[src/rtl/ebpf_div_pkg.sv]
// ebpf_div_pkg
//   Shared definitions for the eBPF BPF_DIV/BPF_MOD issue sequencer:
//   datapath widths, the sequencer state encoding and the captured
//   operation kind.
//   Optional feature macro used by the files importing this package:
//   EBPF_SDIV_EN (signed SDIV/SMOD support).
package ebpf_div_pkg;

  localparam int DATA_WIDTH = 64;
  localparam int HALF_WIDTH = DATA_WIDTH / 2;

  // Sequencer states. The encoding is visible on the top's dbg_state output.
  typedef enum logic [1:0] {
    ST_IDLE  = 2'd0,
    ST_ISSUE = 2'd1,
    ST_WAIT  = 2'd2,
    ST_OUT   = 2'd3
  } state_t;

  // Operation kind captured on acceptance. Signedness is not stored here:
  // once operands are converted to magnitudes only the result sign flags
  // are still needed.
  typedef struct packed {
    logic is_mod;  // 1 = remainder, 0 = quotient
    logic alu64;   // 1 = 64-bit op, 0 = 32-bit op
  } op_kind_t;

endpackage

[src/rtl/ebpf_div_signfix.sv]
// ebpf_div_signfix
//   Combinational sign handling around an unsigned divider, built only
//   when EBPF_SDIV_EN is defined.
//   Pre-issue : converts sign-extended operands to magnitudes and reports
//               which operands were negative.
//   Post-ack  : negates quotient/remainder according to registered flags.
// Ports
//   en             in  1  signed operation requested
//   op_a, op_b     in  W  conditioned dividend / divisor
//   mag_a, mag_b   out W  magnitudes handed to the divider
//   a_neg, b_neg   out 1  operand was negative (gated by en)
//   neg_q, neg_r   in  1  registered: negate quotient / remainder
//   quotient       in  W  raw divider quotient
//   remainder      in  W  raw divider remainder
//   quotient_fix   out W  signed-corrected quotient
//   remainder_fix  out W  signed-corrected remainder
`ifdef EBPF_SDIV_EN
module ebpf_div_signfix #(
  parameter int W = 64
) (
  input  logic         en,
  input  logic [W-1:0] op_a,
  input  logic [W-1:0] op_b,
  output logic [W-1:0] mag_a,
  output logic [W-1:0] mag_b,
  output logic         a_neg,
  output logic         b_neg,
  input  logic         neg_q,
  input  logic         neg_r,
  input  logic [W-1:0] quotient,
  input  logic [W-1:0] remainder,
  output logic [W-1:0] quotient_fix,
  output logic [W-1:0] remainder_fix
);

  assign a_neg = en & op_a[W-1];
  assign b_neg = en & op_b[W-1];

  // The magnitude of INT_MIN is itself; read as unsigned it is exactly
  // 2^(W-1), so INT_MIN/-1 and INT_MIN%-1 come out right without a
  // special case.
  assign mag_a = a_neg ? -op_a : op_a;
  assign mag_b = b_neg ? -op_b : op_b;

  assign quotient_fix  = neg_q ? -quotient  : quotient;
  assign remainder_fix = neg_r ? -remainder : remainder;

endmodule
`endif

[src/rtl/ebpf_div_sequencer.sv]
// ebpf_div_sequencer
//   Issue stage in front of a sequential divider for eBPF BPF_DIV/BPF_MOD
//   (ALU and ALU64). Accepts one instruction, conditions operands, strobes
//   the divider, waits for its ack, selects quotient or remainder and
//   applies the eBPF result rules (32-bit zero extension, divide by zero).
//   Optional feature: define EBPF_SDIV_EN for signed SDIV/SMOD
//   (req_signed honoured). Without it req_signed is ignored.
// Ports
//   clk, reset      clock; asynchronous active-high reset
//   req_valid/ready instruction handshake; req_mod, req_alu64, req_signed,
//                   req_dst (dividend), req_src (divisor)
//   res_valid/ready result handshake; res_data, res_divzero
//   div_dividend, div_divisor, div_stb   to the divider
//   div_quotient, div_remainder, div_ack, div_err   from the divider
//   dbg_state       current sequencer state (ebpf_div_pkg::state_t)
//
// Handshakes: a transfer happens on a rising edge where valid && ready.
// req_ready depends only on state (high in IDLE). res_valid is high in OUT
// and res_data/res_divzero hold steady until the edge where res_ready is
// seen; the sequencer then returns to IDLE and only accepts a new request
// on a later edge.
module ebpf_div_sequencer
  import ebpf_div_pkg::*;
#(
  parameter int DATA_WIDTH = ebpf_div_pkg::DATA_WIDTH
) (
  input  logic                  clk,
  input  logic                  reset,
  input  logic                  req_valid,
  output logic                  req_ready,
  input  logic                  req_mod,
  input  logic                  req_alu64,
  input  logic                  req_signed,
  input  logic [DATA_WIDTH-1:0] req_dst,
  input  logic [DATA_WIDTH-1:0] req_src,
  output logic                  res_valid,
  input  logic                  res_ready,
  output logic [DATA_WIDTH-1:0] res_data,
  output logic                  res_divzero,
  output logic [DATA_WIDTH-1:0] div_dividend,
  output logic [DATA_WIDTH-1:0] div_divisor,
  output logic                  div_stb,
  input  logic [DATA_WIDTH-1:0] div_quotient,
  input  logic [DATA_WIDTH-1:0] div_remainder,
  input  logic                  div_ack,
  input  logic                  div_err,
  output logic [1:0]            dbg_state
);

  localparam int HALF = DATA_WIDTH / 2;

  state_t                state, state_next;
  op_kind_t              op;
  logic [DATA_WIDTH-1:0] dst_r;
  logic [DATA_WIDTH-1:0] cond_dst, cond_src;
  logic [DATA_WIDTH-1:0] iss_dividend, iss_divisor;
  logic [DATA_WIDTH-1:0] quo_fix, rem_fix, div_result;
  logic                  dst_fill, src_fill;
  logic                  src_zero;
  logic                  accept;

  // eBPF divide-by-zero result: DIV gives 0, MOD leaves dst unchanged
  // (truncated to 32 bits and zero-extended for ALU32).
  function automatic logic [DATA_WIDTH-1:0] zero_rule(
    input logic                  is_mod,
    input logic                  alu64,
    input logic [DATA_WIDTH-1:0] dst
  );
    if (!is_mod) return '0;
    if (alu64)   return dst;
    return {{HALF{1'b0}}, dst[HALF-1:0]};
  endfunction

  assign accept = (state == ST_IDLE) && req_valid;

  // ---------------------------------------------------------------------
  // Operand conditioning: 32-bit ops use the low half, zero-extended for
  // unsigned and sign-extended for signed ops.
  // ---------------------------------------------------------------------
`ifdef EBPF_SDIV_EN
  assign dst_fill = req_signed & req_dst[HALF-1];
  assign src_fill = req_signed & req_src[HALF-1];
`else
  logic unused_signed;
  assign dst_fill      = 1'b0;
  assign src_fill      = 1'b0;
  assign unused_signed = req_signed;
`endif

  always_comb begin
    cond_dst = req_dst;
    cond_src = req_src;
    if (!req_alu64) begin
      cond_dst = {{HALF{dst_fill}}, req_dst[HALF-1:0]};
      cond_src = {{HALF{src_fill}}, req_src[HALF-1:0]};
    end
  end

  // Sign extension never changes zero-ness, so this also covers signed ops.
  assign src_zero = (cond_src == '0);

`ifdef EBPF_SDIV_EN
  logic a_neg, b_neg, neg_q, neg_r;

  ebpf_div_signfix #(
    .W (DATA_WIDTH)
  ) u_signfix (
    .en            (req_signed),
    .op_a          (cond_dst),
    .op_b          (cond_src),
    .mag_a         (iss_dividend),
    .mag_b         (iss_divisor),
    .a_neg         (a_neg),
    .b_neg         (b_neg),
    .neg_q         (neg_q),
    .neg_r         (neg_r),
    .quotient      (div_quotient),
    .remainder     (div_remainder),
    .quotient_fix  (quo_fix),
    .remainder_fix (rem_fix)
  );

  // Quotient is negative when operand signs differ; remainder follows the
  // dividend.
  always_ff @(posedge clk or posedge reset) begin
    if (reset) begin
      neg_q <= 1'b0;
      neg_r <= 1'b0;
    end else if (accept) begin
      neg_q <= a_neg ^ b_neg;
      neg_r <= a_neg;
    end
  end
`else
  assign iss_dividend = cond_dst;
  assign iss_divisor  = cond_src;
  assign quo_fix      = div_quotient;
  assign rem_fix      = div_remainder;
`endif

  always_comb begin
    div_result = op.is_mod ? rem_fix : quo_fix;
    if (!op.alu64) div_result[DATA_WIDTH-1:HALF] = '0;
  end

  // ---------------------------------------------------------------------
  // FSM
  // ---------------------------------------------------------------------
  always_ff @(posedge clk or posedge reset) begin
    if (reset) state <= ST_IDLE;
    else       state <= state_next;
  end

  always_comb begin
    state_next = state;
    req_ready  = 1'b0;
    res_valid  = 1'b0;
    div_stb    = 1'b0;
    case (state)
      ST_IDLE: begin
        req_ready = 1'b1;
        if (req_valid) state_next = src_zero ? ST_OUT : ST_ISSUE;
      end
      ST_ISSUE: begin
        // div_ack is stale here; the divider only reacts to this strobe.
        div_stb    = 1'b1;
        state_next = ST_WAIT;
      end
      ST_WAIT: begin
        if (div_ack) state_next = ST_OUT;
      end
      ST_OUT: begin
        res_valid = 1'b1;
        if (res_ready) state_next = ST_IDLE;
      end
      default: state_next = ST_IDLE;
    endcase
  end

  assign dbg_state = state;

  // ---------------------------------------------------------------------
  // Datapath registers
  // ---------------------------------------------------------------------
  always_ff @(posedge clk or posedge reset) begin
    if (reset) begin
      op           <= '0;
      dst_r        <= '0;
      div_dividend <= '0;
      div_divisor  <= '0;
      res_data     <= '0;
      res_divzero  <= 1'b0;
    end else begin
      case (state)
        ST_IDLE: begin
          if (req_valid) begin
            op.is_mod    <= req_mod;
            op.alu64     <= req_alu64;
            dst_r        <= req_dst;
            div_dividend <= iss_dividend;
            div_divisor  <= iss_divisor;
            res_divzero  <= src_zero;
            if (src_zero) res_data <= zero_rule(req_mod, req_alu64, req_dst);
          end
        end
        ST_WAIT: begin
          if (div_ack) begin
            // div_err should be unreachable since zero divisors never get
            // here; fall back to the same rule rather than trust the data.
            if (div_err) begin
              res_data    <= zero_rule(op.is_mod, op.alu64, dst_r);
              res_divzero <= 1'b1;
            end else begin
              res_data    <= div_result;
              res_divzero <= 1'b0;
            end
          end
        end
        default: ;
      endcase
    end
  end

endmodule

[config.mk]
export PLATFORM = sky130hd
export DESIGN_NAME = ebpf_div_sequencer
export DESIGN_NICKNAME = d
export VERILOG_FILES = /design/src/rtl/ebpf_div_pkg.sv /design/src/rtl/ebpf_div_signfix.sv /design/src/rtl/ebpf_div_sequencer.sv
export SDC_FILE = /design/constraint.sdc
export NUM_CORES = 1
export LEC_CHECK = 0
export ABC_AREA = 0
export BUFFER_PORTS_ARGS = -buffer_cell sky130_fd_sc_hd__buf_2
export CAP_MARGIN = 25
export CELL_PAD_IN_SITES_DETAIL_PLACEMENT = 2
export CELL_PAD_IN_SITES_GLOBAL_PLACEMENT = 2
export CORE_MARGIN = 1
export CORE_UTILIZATION = 32
export CTS_CLUSTER_DIAMETER = 120
export CTS_CLUSTER_SIZE = 10
export DETAILED_ROUTE_END_ITERATION = 6
export PLACE_DENSITY = 0.95
export SETUP_SLACK_MARGIN = 0.15
export SLEW_MARGIN = 15
export SYNTH_ARGS = -nofsm -noshare
export SYNTH_HDL_FRONTEND = slang
export SYNTH_SLANG_ARGS = --single-unit
[constraint.sdc]
create_clock -name clk -period 17 [get_ports clk]
set_input_delay 0 -clock clk [delete_from_list [all_inputs] [get_ports clk]]
set_output_delay 0 -clock clk [all_outputs]
set_load 0.02 [all_outputs]
After elaboration in Yosys (flattened, before gate mapping)
Cells that the tools add are included.
W data, S select, Z words.
Word-level totals
  logic and storage cells: 69
  register bits after elaboration: 261
  output and inout bits: 198
Operators by class
  muxes and demuxes: 47
  reductions and logical operators: 7
  eq/ne operators: 7
Operators with widths (number)
  $mux W64: 15
  $pmux W64 S2: 1
  $logic_not A64 Y1: 1
  $mux W32: 1
  $mux W1: 24
  $mux W2: 4
  $ne A2 B2 Y1 const B: 4
  $pmux W2 S4: 1
  $reduce_and A3 Y1: 2
  $eq A2 B2 Y1 const B: 2
  $reduce_and A4 Y1: 1
  $eq A2 B1 Y1 const B: 1
  $logic_not A2 Y1: 1
  $pmux W1 S2: 1
  $reduce_and A2 Y1: 1
  $reduce_bool A2 Y1: 1

Logic depth before layout (Yosys ltp)
  word-level depth: 14
  gate-level depth with buffers: 10

Worst setup path before layout
No wires, ideal clock.
  kind: register to register
  start: register state[0], in the netlist dbg_state[0]
  end: register res_data[0]
  stages on the path, launching flop included: 9
  data required time: 16875 ps
  arrival time: 2080 ps
  path buffers: 1
  slack: 14795 ps
  path through: dfrtp_1 -> inv_1 -> ha_1 -> inv_1 -> o22ai_1 -> nor2_1 -> o211ai_4 -> buf_6 -> mux2_4
On the way
  longest elaborated chain between the ends: 3
  elaborated cells on any way between the ends: 8
  classes of those cells: eq/ne (4); mux (1); reduce/logical (3)
RTL lines
  from (decl): line ebpf_div_sequencer.sv:52  | state_t state, state_next;
  from (signal assigned): line ebpf_div_sequencer.sv:151  | else state <= state_next;
  $eq A2 B2 Y1 or $logic_not A2 Y1 (tied branches): line ebpf_div_sequencer.sv:194  | case (state)
  $ne A2 B2 Y1 (no line) or $reduce_bool A2 Y1 (tied branches)
  $reduce_and A4 Y1 (no line)
  to (signal assigned): line ebpf_div_sequencer.sv:203  | if (src_zero) res_data <= zero_rule(req_mod, req_alu64, req_dst);
  to (signal assigned): line ebpf_div_sequencer.sv:211  | res_data <= zero_rule(op.is_mod, op.alu64, dst_r);
  to (signal assigned): line ebpf_div_sequencer.sv:214  | res_data <= div_result;
  to (decl): line ebpf_div_sequencer.sv:38  | output logic [DATA_WIDTH-1:0] res_data,
Parallel ways exist; a longest one is shown, timed or not.
A chain may end at the register's enable or synchronous reset.

Worst setup path in the final report
  start: register op[1] (netlist bit)
  end: register res_data[6]
On the way
  longest elaborated chain between the ends: 8
  elaborated cells on any way between the ends: 9
  classes of those cells: mux (9)
RTL lines
  from (decl): line ebpf_div_sequencer.sv:53  | op_kind_t op;
  $mux W1: line ebpf_div_sequencer.sv:69  | if (!is_mod) return '0;
  $mux W1: line ebpf_div_sequencer.sv:210  | if (div_err) begin
  $mux W1: line ebpf_div_sequencer.sv:207  | if (div_ack) begin
  $mux W1: line ebpf_div_sequencer.sv:194
  $mux W64: line ebpf_div_sequencer.sv:70  | if (alu64) return dst;
  $mux W64 (*): line ebpf_div_sequencer.sv:210
  $mux W64 (*): line ebpf_div_sequencer.sv:207
  $pmux W64 S2 (*): line ebpf_div_sequencer.sv:194
Every way passes the cells marked *; elsewhere a longest branch is shown, timed or not. The select of a mux whose other input is x is not followed.

==> report_table.html <==
<table>
<tr><th>Metric</th><th>Value</th></tr>
<tr><th colspan="2">Synth</th></tr>
<tr><td>Share of the yosys chip area belonging to registers</td><td>0.5169</td></tr>
<tr><td>Synthesized netlist cell count</td><td>963</td></tr>
<tr><td>Post-synthesis instance area</td><td>11090 um2</td></tr>
<tr><td>Mapped Nets</td><td>1232</td></tr>
<tr><td>Flops &amp; latches, synth</td><td>229</td></tr>
<tr><td>Count of cell types in the netlist</td><td>31</td></tr>
<tr><td>Mean cell area of the mapped netlist</td><td>11.51 um2</td></tr>
<tr><td>Synth warnings</td><td>0</td></tr>
<tr><th colspan="2">Layout</th></tr>
<tr><td>Layout-stage area growth over the synthesis result</td><td>46.48%</td></tr>
<tr><td>Area taken by multi-input logic gates</td><td>4793 um2</td></tr>
<tr><td>Final Net Count</td><td>1832</td></tr>
<tr><td>Cell Count, Final, Fillers Out</td><td>2024</td></tr>
<tr><td>Layout filler cell count</td><td>3413</td></tr>
<tr><td>FF+latch area</td><td>5734 um2</td></tr>
<tr><td>Layout cells sized above 1</td><td>0.4495</td></tr>
<tr><td>Final Instance Area</td><td>16240 um2</td></tr>
<tr><th colspan="2">Floorplanning</th></tr>
<tr><td>Die height</td><td>188.1 um</td></tr>
<tr><td>Placement row count</td><td>67</td></tr>
<tr><td>Horizontal die dimension</td><td>188.1 um</td></tr>
<tr><td>Die ar.</td><td>35390 um2</td></tr>
<tr><td>Placeable core region</td><td>33780 um2</td></tr>
<tr><td>Starting density of the core</td><td>0.3282</td></tr>
<tr><td>I/O pin cnt</td><td>463</td></tr>
<tr><th colspan="2">GRT</th></tr>
<tr><td>GRT Overall Usage</td><td>0.3314</td></tr>
<tr><td>Global-route congestion overflow total</td><td>0</td></tr>
<tr><td>Pin count of the biggest net entering global routing</td><td>100</td></tr>
<tr><td>Number of antenna violations at the first check in global routing</td><td>12</td></tr>
<tr><td>First-pass GRT wire length</td><td>87330 um</td></tr>
<tr><td>Vias in the first global route</td><td>13213</td></tr>
<tr><th colspan="2">Clock tree</th></tr>
<tr><td>Buffers from clock root to sink, at most</td><td>3</td></tr>
<tr><td>Total clock buffers created by CTS</td><td>26</td></tr>
<tr><td>Count of clock tree sinks</td><td>229</td></tr>
<tr><td>CTS tree</td><td>built</td></tr>
<tr><td>Post-CTS setup buffer count</td><td>0</td></tr>
<tr><td>Clock latency on the worst-skew pair</td><td>0.54 ns</td></tr>
<tr><td>CTS Root Buffer Type</td><td>sky130_fd_sc_hd__clkbuf_16</td></tr>
<tr><td>Reg clk slew, reported paths</td><td>0.06 ns</td></tr>
<tr><td>Post-CTS resize count</td><td>0</td></tr>
<tr><td>Depth of the CTS H-tree</td><td>1</td></tr>
<tr><th colspan="2">Worst setup path</th></tr>
<tr><td>Classification of the worst setup path</td><td>reg2reg</td></tr>
<tr><td>Capture instance of the worst register-to-register path</td><td>res_data[6]</td></tr>
<tr><td>Endpoint required time on the critical path</td><td>17.43 ns</td></tr>
<tr><td>Nature of the critical path startpoint</td><td>register</td></tr>
<tr><td>Worst reg2reg path startpoint</td><td>op[1]</td></tr>
<tr><td>Kind of capture point of the worst setup path</td><td>register</td></tr>
<tr><td>Worst EP arrival</td><td>3.59 ns</td></tr>
<tr><td>Largest fanout on the critical path</td><td>42</td></tr>
<tr><td>Number of cells traversed by the worst register-to-register path</td><td>6</td></tr>
<tr><td>Internal reg-to-reg setup slack</td><td>13.83 ns</td></tr>
<tr><th colspan="2">Timing</th></tr>
<tr><td>Skew final</td><td>0.01146 ns</td></tr>
<tr><td>Relative slew slack</td><td>0.2854</td></tr>
<tr><td>Final TNS setup</td><td>0 ns</td></tr>
<tr><td>Transition time of the tightest slew-check pin</td><td>1.072 ns</td></tr>
<tr><td>Fmax</td><td>0.3158 GHz</td></tr>
<tr><td>RSZ-0062 raised after global routing</td><td>no</td></tr>
<tr><td>Total setup violations reported at the end of the flow</td><td>0</td></tr>
<tr><td>Number of max-slew violations in the final report</td><td>0</td></tr>
<tr><td>Min cycle time layout</td><td>3.166 ns</td></tr>
<tr><td>Hold Fails Final Rpt</td><td>0</td></tr>
<tr><td>Final Cycle Share</td><td>0.1863</td></tr>
<tr><td>Post-route worst hold slack</td><td>0.01658 ns</td></tr>
<tr><th colspan="2">Placement</th></tr>
<tr><td>Hpwl dp</td><td>32640 um</td></tr>
<tr><td>Number of placed instances with taps included</td><td>1786</td></tr>
<tr><td>Post-DP Area</td><td>13540 um2</td></tr>
<tr><td>Weighted congestion at the end of routability-driven global placement</td><td>0.8608</td></tr>
<tr><td>Number of I/O port buffers</td><td>461</td></tr>
<tr><th colspan="2">Job</th></tr>
<tr><td>Max-cap violation count</td><td>0</td></tr>
<tr><th colspan="2">Detailed routing</th></tr>
<tr><td>Detailed router's first-iteration violation count</td><td>547</td></tr>
<tr><td>Highest metal used</td><td>met5</td></tr>
<tr><td>Met3 layer wire length in the routed design</td><td>3077 um</td></tr>
<tr><td>Wire length the detailed router placed on met1</td><td>20750 um</td></tr>
<tr><td>Average via count per standard cell</td><td>5.343</td></tr>
<tr><td>Antenna violation net count after detailed routing</td><td>0</td></tr>
<tr><td>Pre-antenna DRT Iters</td><td>6</td></tr>
<tr><td>Vias after detailed routing</td><td>10814</td></tr>
<tr><td>DRT Wirelength</td><td>59850 um</td></tr>
<tr><td>Post-detailed-route wirelength per cell</td><td>29.57 um</td></tr>
<tr><td>DRC Markers</td><td>0</td></tr>
<tr><td>Met2 WL post-DR</td><td>32210 um</td></tr>
<tr><th colspan="2">Power</th></tr>
<tr><td>Largest vdd supply drop</td><td>0.1011 mV</td></tr>
<tr><td>Post-route total power</td><td>3.058 mW</td></tr>
<tr><td>Power per standard cell area</td><td>188.3 nW/um2</td></tr>
<tr><td>Leak pwr</td><td>8.098 nW</td></tr>
<tr><th colspan="2">Worst hold path</th></tr>
<tr><td>Path class of the lowest-slack min-delay path</td><td>in2reg</td></tr>
<tr><td>Start point of the worst hold path</td><td>div_quotient[56]</td></tr>
<tr><td>Hold path depth</td><td>4</td></tr>
<tr><td>End of the worst hold path</td><td>res_data[56]</td></tr>
<tr><th colspan="2">Outcome</th></tr>
<tr><td>Run status</td><td>completed</td></tr>
</table>
==> cells in the mapped netlist <==
cell,number,area (um2)
sky130_fd_sc_hd__a21oi_1,3,15.01
sky130_fd_sc_hd__a221o_1,32,320.3
sky130_fd_sc_hd__a22oi_1,33,247.7
sky130_fd_sc_hd__a31oi_1,1,6.260
sky130_fd_sc_hd__and2_1,1,6.260
sky130_fd_sc_hd__and3_1,1,6.260
sky130_fd_sc_hd__buf_1,4,15.01
sky130_fd_sc_hd__buf_2,11,55.05
sky130_fd_sc_hd__buf_4,32,240.2
sky130_fd_sc_hd__buf_6,6,67.56
sky130_fd_sc_hd__clkbuf_1,48,180.2
sky130_fd_sc_hd__dfrtp_1,229,5731
sky130_fd_sc_hd__ha_1,4,50.05
sky130_fd_sc_hd__inv_1,6,22.52
sky130_fd_sc_hd__mux2_1,2,22.52
sky130_fd_sc_hd__mux2_2,142,1599
sky130_fd_sc_hd__mux2_4,50,750.7
sky130_fd_sc_hd__mux2i_1,32,320.3
sky130_fd_sc_hd__nand2_1,163,611.8
sky130_fd_sc_hd__nand2b_1,1,6.260
sky130_fd_sc_hd__nand3_1,1,5.000
sky130_fd_sc_hd__nand4_1,4,25.02
sky130_fd_sc_hd__nor2_1,39,146.4
sky130_fd_sc_hd__nor2b_1,1,6.260
sky130_fd_sc_hd__nor3_1,1,5.000
sky130_fd_sc_hd__nor4_1,16,100.1
sky130_fd_sc_hd__o211ai_2,1,12.51
sky130_fd_sc_hd__o211ai_4,1,21.27
sky130_fd_sc_hd__o21ai_0,90,450.4
sky130_fd_sc_hd__o21ai_1,7,35.03
sky130_fd_sc_hd__o22ai_1,1,6.260
==> sequential cells by signal, summed over array words and instances (netlist names) <==
register / flops
dbg_state: 2
div_dividend: 64
div_divisor: 64
dst_r: 32
op: 2
res_data: 64
res_divzero: 1
==> placed cells by master, fill, tap and decap left out, drive strengths merged <==
cell type,instances
nor4,16
a22oi,33
nor2,39
a221o,32
o22ai,1
dfrtp,229
ha,4
nand3,1
nand4,4
a31oi,1
and2,1
dlygate4sd3,196
and3,1
nor3,1
nand2b,1
mux2,194
nand2,163
clkbuf,29
o211ai,2
o21ai,97
mux2i,32
diode,12
a21oi,3
nor2b,1
inv,6
buf,477
==> how the worst max path moves through the flow <==
stage	to	slack, ns	startpoint
2_1_floorplan	dbg_state[0]	10.72	reset
3_3_place_gp	dst_r[50]	13.96	dbg_state[0]
3_5_place_dp	dst_r[33]	13.84	dbg_state[0]
4_1_cts	dst_r[33]	13.81	dbg_state[0]
5_1_grt	res_data[6]	13.79	op[1]
6_report	res_data[6]	13.83	op[1]
==> critical path, stage by stage, from the launching register on <==
cell and delay [ns]:
sky130_fd_sc_hd__dfrtp_4 0.74, sky130_fd_sc_hd__buf_4 0.70, sky130_fd_sc_hd__mux2i_1 0.37, sky130_fd_sc_hd__dlygate4sd3_1 0.59
sky130_fd_sc_hd__nor2_1 0.05, sky130_fd_sc_hd__a221o_1 0.27, sky130_fd_sc_hd__mux2_4 0.27
==> timing repair <==
item	in CTS	in global routing
endpoints found under the setup margin	0	0
hold buffers	196	0
hold endpoints to repair	324	0
==> final cells by class <==
| class | count | area share |
|---|---|---|
| Antenna cell | 12 | 0.001849 |
| Timing Repair Buffer | 673 | 0.2715 |
| Clock buffer | 29 | 0.04206 |
| Multi-Input combinational cell | 627 | 0.2951 |
| Sequential cell | 229 | 0.3531 |
| Inverter | 6 | 0.001849 |
| Tap cell | 448 | 0.03451 |
==> power breakdown <==
group	switching (mW)	leakage (nW)	total, mW	internal, mW
clock network	0.240	0.335	0.518	0.278
logic	0.906	4.89	1.52	0.610
registers	0.221	2.87	1.02	0.804
total	1.37	8.10	3.06	1.69
==> kinds of logic after synthesis <==
group	share of synthesized area
flops	0.5169
simple gates	0.08284
mux	0.2429
compound gates	0.1006
buf+inv	0.05236
fa+ha+maj	0.004514
==> per-layer routing <==
| layer | track usage | vias up |
|---|---|---|
| li1 | - | 4567 |
| met1 | 0.3365 | 5531 |
| met2 | 0.6256 | 514 |
| met3 | 0.06438 | 200 |
| met4 | 0.1914 | 2 |
| met5 | 0 | - |
==> metrics by stage <==
step	worst slack [ns]	util
detailed placement	13.84	0.4007
CTS	13.81	0.4790
finish	13.83	0.4807
floorplan	10.72	-
global placement	13.96	0.4007
global route	13.79	0.4806
Power figures use the tool's default switching activity.
